$ cat src/rtl/fetch_pkg.sv
// Shared types and constants for the instruction fetch stage.
// The fetch buffer entry pairs an instruction word with its PC and misalignment tag.
package fetch_pkg;

  localparam int FETCH_ADDR_WIDTH = 32;
  localparam int FETCH_DATA_WIDTH = 32;
  localparam int FETCH_FIFO_DEPTH = 2;
  localparam int FETCH_CNT_WIDTH  = $clog2(FETCH_FIFO_DEPTH + 1);
  localparam int FETCH_PTR_WIDTH  = $clog2(FETCH_FIFO_DEPTH);

  localparam logic [FETCH_ADDR_WIDTH-1:0] FETCH_RESET_PC = 32'h0000_0000;

  typedef struct packed {
    logic [FETCH_ADDR_WIDTH-1:0] pc;
    logic [FETCH_DATA_WIDTH-1:0] instr;
    logic                        misaligned;
  } fetch_entry_t;

endpackage

$ cat src/rtl/fetch_fifo.sv
// Small synchronous FIFO of fetch entries between the SRAM capture and decode.
// Flush beats push and pop so a redirect leaves the buffer empty on the next cycle.
module fetch_fifo
  import fetch_pkg::*;
(
  input  logic                       clk,
  input  logic                       rst,
  input  logic                       i_push,
  input  logic                       i_pop,
  input  logic                       i_flush,
  input  fetch_entry_t               i_entry,
  output fetch_entry_t               o_head,
  output logic [FETCH_CNT_WIDTH-1:0] o_count
);

  fetch_entry_t                 r_mem [FETCH_FIFO_DEPTH];
  logic [FETCH_PTR_WIDTH-1:0]   r_wr_ptr;
  logic [FETCH_PTR_WIDTH-1:0]   r_rd_ptr;
  logic [FETCH_CNT_WIDTH-1:0]   r_count;
  logic                         w_do_push;
  logic                         w_do_pop;

  assign w_do_push = i_push & (r_count != FETCH_CNT_WIDTH'(FETCH_FIFO_DEPTH));
  assign w_do_pop  = i_pop & (r_count != '0);

  // Storage is cleared on reset so the head reads as all-zero before the first push.
  always_ff @(posedge clk or posedge rst) begin
    if (rst) begin
      for (int i = 0; i < FETCH_FIFO_DEPTH; i++) begin
        r_mem[i] <= '0;
      end
      r_wr_ptr <= '0;
      r_rd_ptr <= '0;
      r_count  <= '0;
    end else if (i_flush) begin
      r_wr_ptr <= '0;
      r_rd_ptr <= '0;
      r_count  <= '0;
    end else begin
      if (w_do_push) begin
        r_mem[r_wr_ptr] <= i_entry;
        r_wr_ptr        <= r_wr_ptr + 1'b1;
      end
      if (w_do_pop) begin
        r_rd_ptr <= r_rd_ptr + 1'b1;
      end
      r_count <= r_count + FETCH_CNT_WIDTH'(w_do_push) - FETCH_CNT_WIDTH'(w_do_pop);
    end
  end

  assign o_head  = r_mem[r_rd_ptr];
  assign o_count = r_count;

endmodule

$ cat src/rtl/instruction_fetch.sv
// Instruction fetch stage: PC sequencing, 1-cycle SRAM read capture, buffered handoff to decode.
// Optional FETCH_MISALIGN_CHECK_EN tags misaligned redirect targets and halts fetch until the next redirect.
module instruction_fetch
  import fetch_pkg::*;
#(
  parameter int                    ADDR_WIDTH = FETCH_ADDR_WIDTH,
  parameter int                    DATA_WIDTH = FETCH_DATA_WIDTH,
  parameter logic [ADDR_WIDTH-1:0] RESET_PC   = FETCH_RESET_PC
) (
  input  logic                  clk,
  input  logic                  rst,
  output logic [ADDR_WIDTH-1:0] imem_addr_o,
  input  logic [DATA_WIDTH-1:0] imem_data_i,
  input  logic                  redirect_i,
  input  logic [ADDR_WIDTH-1:0] redirect_pc_i,
  output logic                  if_valid_o,
  input  logic                  if_ready_i,
  output logic [ADDR_WIDTH-1:0] if_pc_o,
  output logic [DATA_WIDTH-1:0] if_instr_o,
  output logic                  if_misaligned_o
);

  localparam logic [ADDR_WIDTH-1:0] ALIGN_MASK = ~ADDR_WIDTH'(3);

  logic [ADDR_WIDTH-1:0]      r_pc;
  logic                       r_req_valid;
  logic [ADDR_WIDTH-1:0]      r_req_pc;
  logic                       r_req_mis;
  logic                       r_halt;

  logic [ADDR_WIDTH-1:0]      w_target;
  logic                       w_pop;
  logic                       w_push;
  logic                       w_issue;
  logic [FETCH_CNT_WIDTH-1:0] w_count;
  logic [FETCH_CNT_WIDTH:0]   w_occupancy;
  fetch_entry_t               w_push_entry;
  fetch_entry_t               w_head;

  assign w_target    = redirect_pc_i & ALIGN_MASK;
  assign imem_addr_o = redirect_i ? w_target : r_pc;

  assign if_valid_o = (w_count != '0) & ~redirect_i;
  assign w_pop      = if_valid_o & if_ready_i;

  // Credit check counts the read already in flight so its response always finds a free slot.
  assign w_occupancy = {1'b0, w_count} + (FETCH_CNT_WIDTH+1)'(r_req_valid)
                       - (FETCH_CNT_WIDTH+1)'(w_pop);
  assign w_issue     = redirect_i |
                       (~r_halt & (w_occupancy < (FETCH_CNT_WIDTH+1)'(FETCH_FIFO_DEPTH)));

  always_ff @(posedge clk or posedge rst) begin
    if (rst) begin
      r_pc        <= RESET_PC;
      r_req_valid <= 1'b0;
      r_req_pc    <= '0;
    end else begin
      r_req_valid <= w_issue;
      if (w_issue) begin
        r_req_pc <= imem_addr_o;
        r_pc     <= imem_addr_o + ADDR_WIDTH'(4);
      end
    end
  end

`ifdef FETCH_MISALIGN_CHECK_EN
  logic w_redirect_mis;

  assign w_redirect_mis = redirect_i & (|redirect_pc_i[1:0]);

  // A redirect always re-evaluates halt: cleared for aligned targets, set for misaligned ones.
  always_ff @(posedge clk or posedge rst) begin
    if (rst) begin
      r_halt    <= 1'b0;
      r_req_mis <= 1'b0;
    end else begin
      r_req_mis <= w_issue & w_redirect_mis;
      if (redirect_i) begin
        r_halt <= w_redirect_mis;
      end
    end
  end
`else
  assign r_halt    = 1'b0;
  assign r_req_mis = 1'b0;
`endif

  // A redirect drops the response arriving this cycle along with everything buffered.
  assign w_push = r_req_valid & ~redirect_i;

  always_comb begin
    w_push_entry            = '0;
    w_push_entry.pc         = r_req_pc;
    w_push_entry.instr      = imem_data_i;
    w_push_entry.misaligned = r_req_mis;
  end

  fetch_fifo u_fetch_fifo (
    .clk     (clk),
    .rst     (rst),
    .i_push  (w_push),
    .i_pop   (w_pop),
    .i_flush (redirect_i),
    .i_entry (w_push_entry),
    .o_head  (w_head),
    .o_count (w_count)
  );

  assign if_pc_o         = w_head.pc;
  assign if_instr_o      = w_head.instr;
  assign if_misaligned_o = w_head.misaligned;

endmodule

$ cat config.mk
export PLATFORM = sky130hd
export DESIGN_NAME = instruction_fetch
export DESIGN_NICKNAME = d
export VERILOG_FILES = /design/src/rtl/fetch_pkg.sv /design/src/rtl/fetch_fifo.sv /design/src/rtl/instruction_fetch.sv
export SDC_FILE = /design/constraint.sdc
export NUM_CORES = 1
export LEC_CHECK = 0
export BUFFER_PORTS_ARGS = -buffer_cell sky130_fd_sc_hd__buf_2
export CAP_MARGIN = 20
export CORE_MARGIN = 2
export CORE_UTILIZATION = 45
export DETAILED_ROUTE_END_ITERATION = 12
export PLACE_DENSITY = 0.64
export SYNTH_ARGS = -nofsm -noshare
export SYNTH_HDL_FRONTEND = slang
export SYNTH_SLANG_ARGS = --single-unit
$ cat constraint.sdc
create_clock -name clk -period 8.5 [get_ports clk]
set_clock_uncertainty 0.2 [all_clocks]
set_input_delay 1.275 -clock clk [delete_from_list [all_inputs] [get_ports clk]]
set_output_delay 1.275 -clock clk [all_outputs]
set_load 0.1 [all_outputs]
==> results_dict.tcl <==
set metrics [dict create \
    floorplan.rows 52 \
    via_per_inst 5.25 \
    layout_commonest_cell "sky130_fd_sc_hd__mux2_2" \
    design.final.nets 982 \
    highest_clock_rate_ghz 0.213 \
    report.final.slew_viol_count 0 \
    grt_pass1_wl_mm 33.1 \
    worst_pin_slew_ns 1.01 \
    clkLatencyLatePin_ns 0.43 \
    fillers 1795 \
    wl_per_cell_um 16.8 \
    holdBufCountCts 0 \
    cp-startpoint "redirect_i" \
    cts_buffers 17 \
    netlist_area_um2 9240 \
    critical_path.startpoint_type "input pin" \
    dr.first_iter.drc_count 265 \
    drive_above_1_share_pct 44.5 \
    cp-end-kind "primary output" \
    design_area_um2 10900 \
    antenna_cells 0 \
    initial_antenna_violation_count 0 \
    clock_tree.buffer_depth 2 \
    synth.yosys.seq_area_share_pct 52.8 \
    vias 6256 \
    tns_ns 0 \
    detail_route.drc_violations 0 \
    synth-async-reset-ratio_pct 100 \
    io_buffers 162 \
    timing.final.hold_violations 0 \
    syn_nets 835 \
    timing.final.crit_share_pct 55.4 \
    die_height_um 147 \
    setup_ws_ns 3.79 \
    worstSetupPathType "input pin to primary output" \
    clk_pin_slew_ns 0.08 \
    cts_sinks 195 \
    grt_pass1_vias 6279 \
    hold_class "register to register" \
    cts_tree "yes" \
    synth_area_per_cell_um2 12.1 \
    required_ns 7.03 \
    detailed_place.area_um2 10300 \
    htree_num_levels 4 \
    postSynthRegisterBits 195 \
    floorplan.die_area_um2 21700 \
    most-common-layout-cells "sky130_fd_sc_hd__mux2_2 (199), sky130_fd_sc_hd__dfrtp_1 (194), sky130_fd_sc_hd__buf_2 (162)" \
    post_cts_resize_count 0 \
    final_antenna_net_count 0 \
    detailed_routing_iterations_pass_1 7 \
    placement.setup.worst_slack_ns 3.84 \
    die_width_um 147 \
    yosys_warnings 0 \
    maxCapViolations 0 \
    crit_fanout 77 \
    clk_root_buffer_cell "sky130_fd_sc_hd__clkbuf_16" \
    regToRegStartpoint "u_fetch_fifo.o_count[1]" \
    floorplan.initialDensity_pct 45.8 \
    hold_path_startpoint "r_pc[26]" \
    timing.final.setup_violations 0 \
    synth.distinct_cells 49 \
    postSynthCellCount 762 \
    detailedPlacementHpwl_mm 13.2 \
    dominantRegCellSynth "sky130_fd_sc_hd__dfrtp_1" \
    detail_route.wirelength_mm 20.0 \
    run_status "finished clean" \
    post-cts-setup-buffer-count 0 \
    finalWorstPathRequiredPeriod_ns 4.71 \
    finalWeightedCongestion 0.829 \
    num_io_pins 166 \
    slew_headroom_pct 32.9 \
    track_usage_pct 19.1 \
    grt_max_degree 129 \
    setup_repair_after_global_routing_missed_its_margin "no" \
    floorplan.core_area_um2 20200 \
    arr_time_crit_path_ns 3.23 \
    flow.area_growth_from_synthesis_pct 17.7 \
    number_of_enable_type_register_cells_in_the_synthesized_netlist 0 \
    grt_overflow_total 0 \
]
[state kept, by name, indices dropped and copies added, names as in the netlist]
signal and cells:
r_req_valid 1, u_fetch_fifo.r_rd_ptr 1, u_fetch_fifo.o_count 2, u_fetch_fifo.r_wr_ptr 1, u_fetch_fifo.r_mem 128, r_pc 32, r_req_pc 30
[layout make-up]
cell class / count / area [um^2] / share of cell area (%)
sequential: 195 / 4880 / 44.8
clock buffer: 19 / 443 / 4.07
multi-input combinational: 496 / 4080 / 37.4
clock inverter: 13 / 159 / 1.46
inverter: 29 / 116 / 1.07
timing repair buffer: 170 / 871 / 8.00
tap: 270 / 338 / 3.10
[synthesized netlist by cell type (5+ instances only)]
master,n,share of area (%)
sky130_fd_sc_hd__o21ai_0,6,0.32
sky130_fd_sc_hd__xnor2_1,14,1.3
sky130_fd_sc_hd__nor2_1,61,2.5
sky130_fd_sc_hd__a21oi_1,42,2.3
sky130_fd_sc_hd__nor2b_1,8,0.54
sky130_fd_sc_hd__inv_1,29,1.2
sky130_fd_sc_hd__nand2_1,34,1.4
sky130_fd_sc_hd__o31ai_1,11,0.89
sky130_fd_sc_hd__a22oi_1,5,0.41
sky130_fd_sc_hd__xor2_1,6,0.57
sky130_fd_sc_hd__o31a_1,6,0.57
sky130_fd_sc_hd__clkbuf_1,20,0.81
sky130_fd_sc_hd__nand3b_1,11,0.89
sky130_fd_sc_hd__buf_2,17,0.92
sky130_fd_sc_hd__nand3_1,16,0.87
sky130_fd_sc_hd__dfrtp_1,195,53
sky130_fd_sc_hd__mux2i_1,20,2.2
sky130_fd_sc_hd__nor4_1,6,0.41
sky130_fd_sc_hd__nand4_1,8,0.54
sky130_fd_sc_hd__mux2_2,199,24
[worst paths after layout]
kind | end | depth (start not counted) | slack (ns)
worst max-delay path | imem_addr_o[22] | 6 | 3.79
worst min-delay path | r_pc[26] | 2 | 0.28
worst max register to register | r_pc[4] | 14 | 4.71
worst min register to register | r_pc[26] | 2 | 0.28
max in group asynchronous | u_fetch_fifo.r_rd_ptr | 3 | 5.77
min in group asynchronous | u_fetch_fifo.r_mem[37] | 2 | 0.83
[layer usage]
metal | part of all wire, % | vias to the layer above | track usage, % | wire length, um
met5 | 0 | - | 0 | 0
met4 | 0.97 | 0 | 4.95 | 193
met1 | 50 | 3078 | 28.2 | 9960
li1 | - | 2999 | - | -
met3 | 4.3 | 15 | 3.32 | 867
met2 | 45 | 164 | 29.3 | 8960
[metrics by stage]
stage                     instances  hold WS, ns  utilization, %
after detailed placement       1160        0.268            51.0
final                          1192        0.282            54.0
after global placement         1160        0.261            51.0
after global routing           1192        0.303            54.0
after CTS                      1192        0.292            54.0
after floorplan                 762        0.241               -
[cells by family (layout without fill, tap and decap cells)]
family	after synthesis	count (layout)	synth area share (%)
fa+ha+maj	5	5	0.758
buf+inv	71	231	3.32
other cells	1	1	0.0406
mux	219	219	26.4
flops	195	195	52.8
compound gates	85	85	5.77
xor+xnor	20	20	1.89
simple gates	166	166	9.03
[critical path: stages]
cell and delay [ns]:
sky130_fd_sc_hd__buf_2 0.12, sky130_fd_sc_hd__buf_4 0.68, sky130_fd_sc_hd__nor2b_1 0.10, sky130_fd_sc_hd__a21oi_1 0.54, sky130_fd_sc_hd__inv_1 0.14, sky130_fd_sc_hd__buf_2 0.33
Power is left out: the tool's default activity adds up to more than one toggle a clock period on the data nets, which glitch-free logic cannot reach.
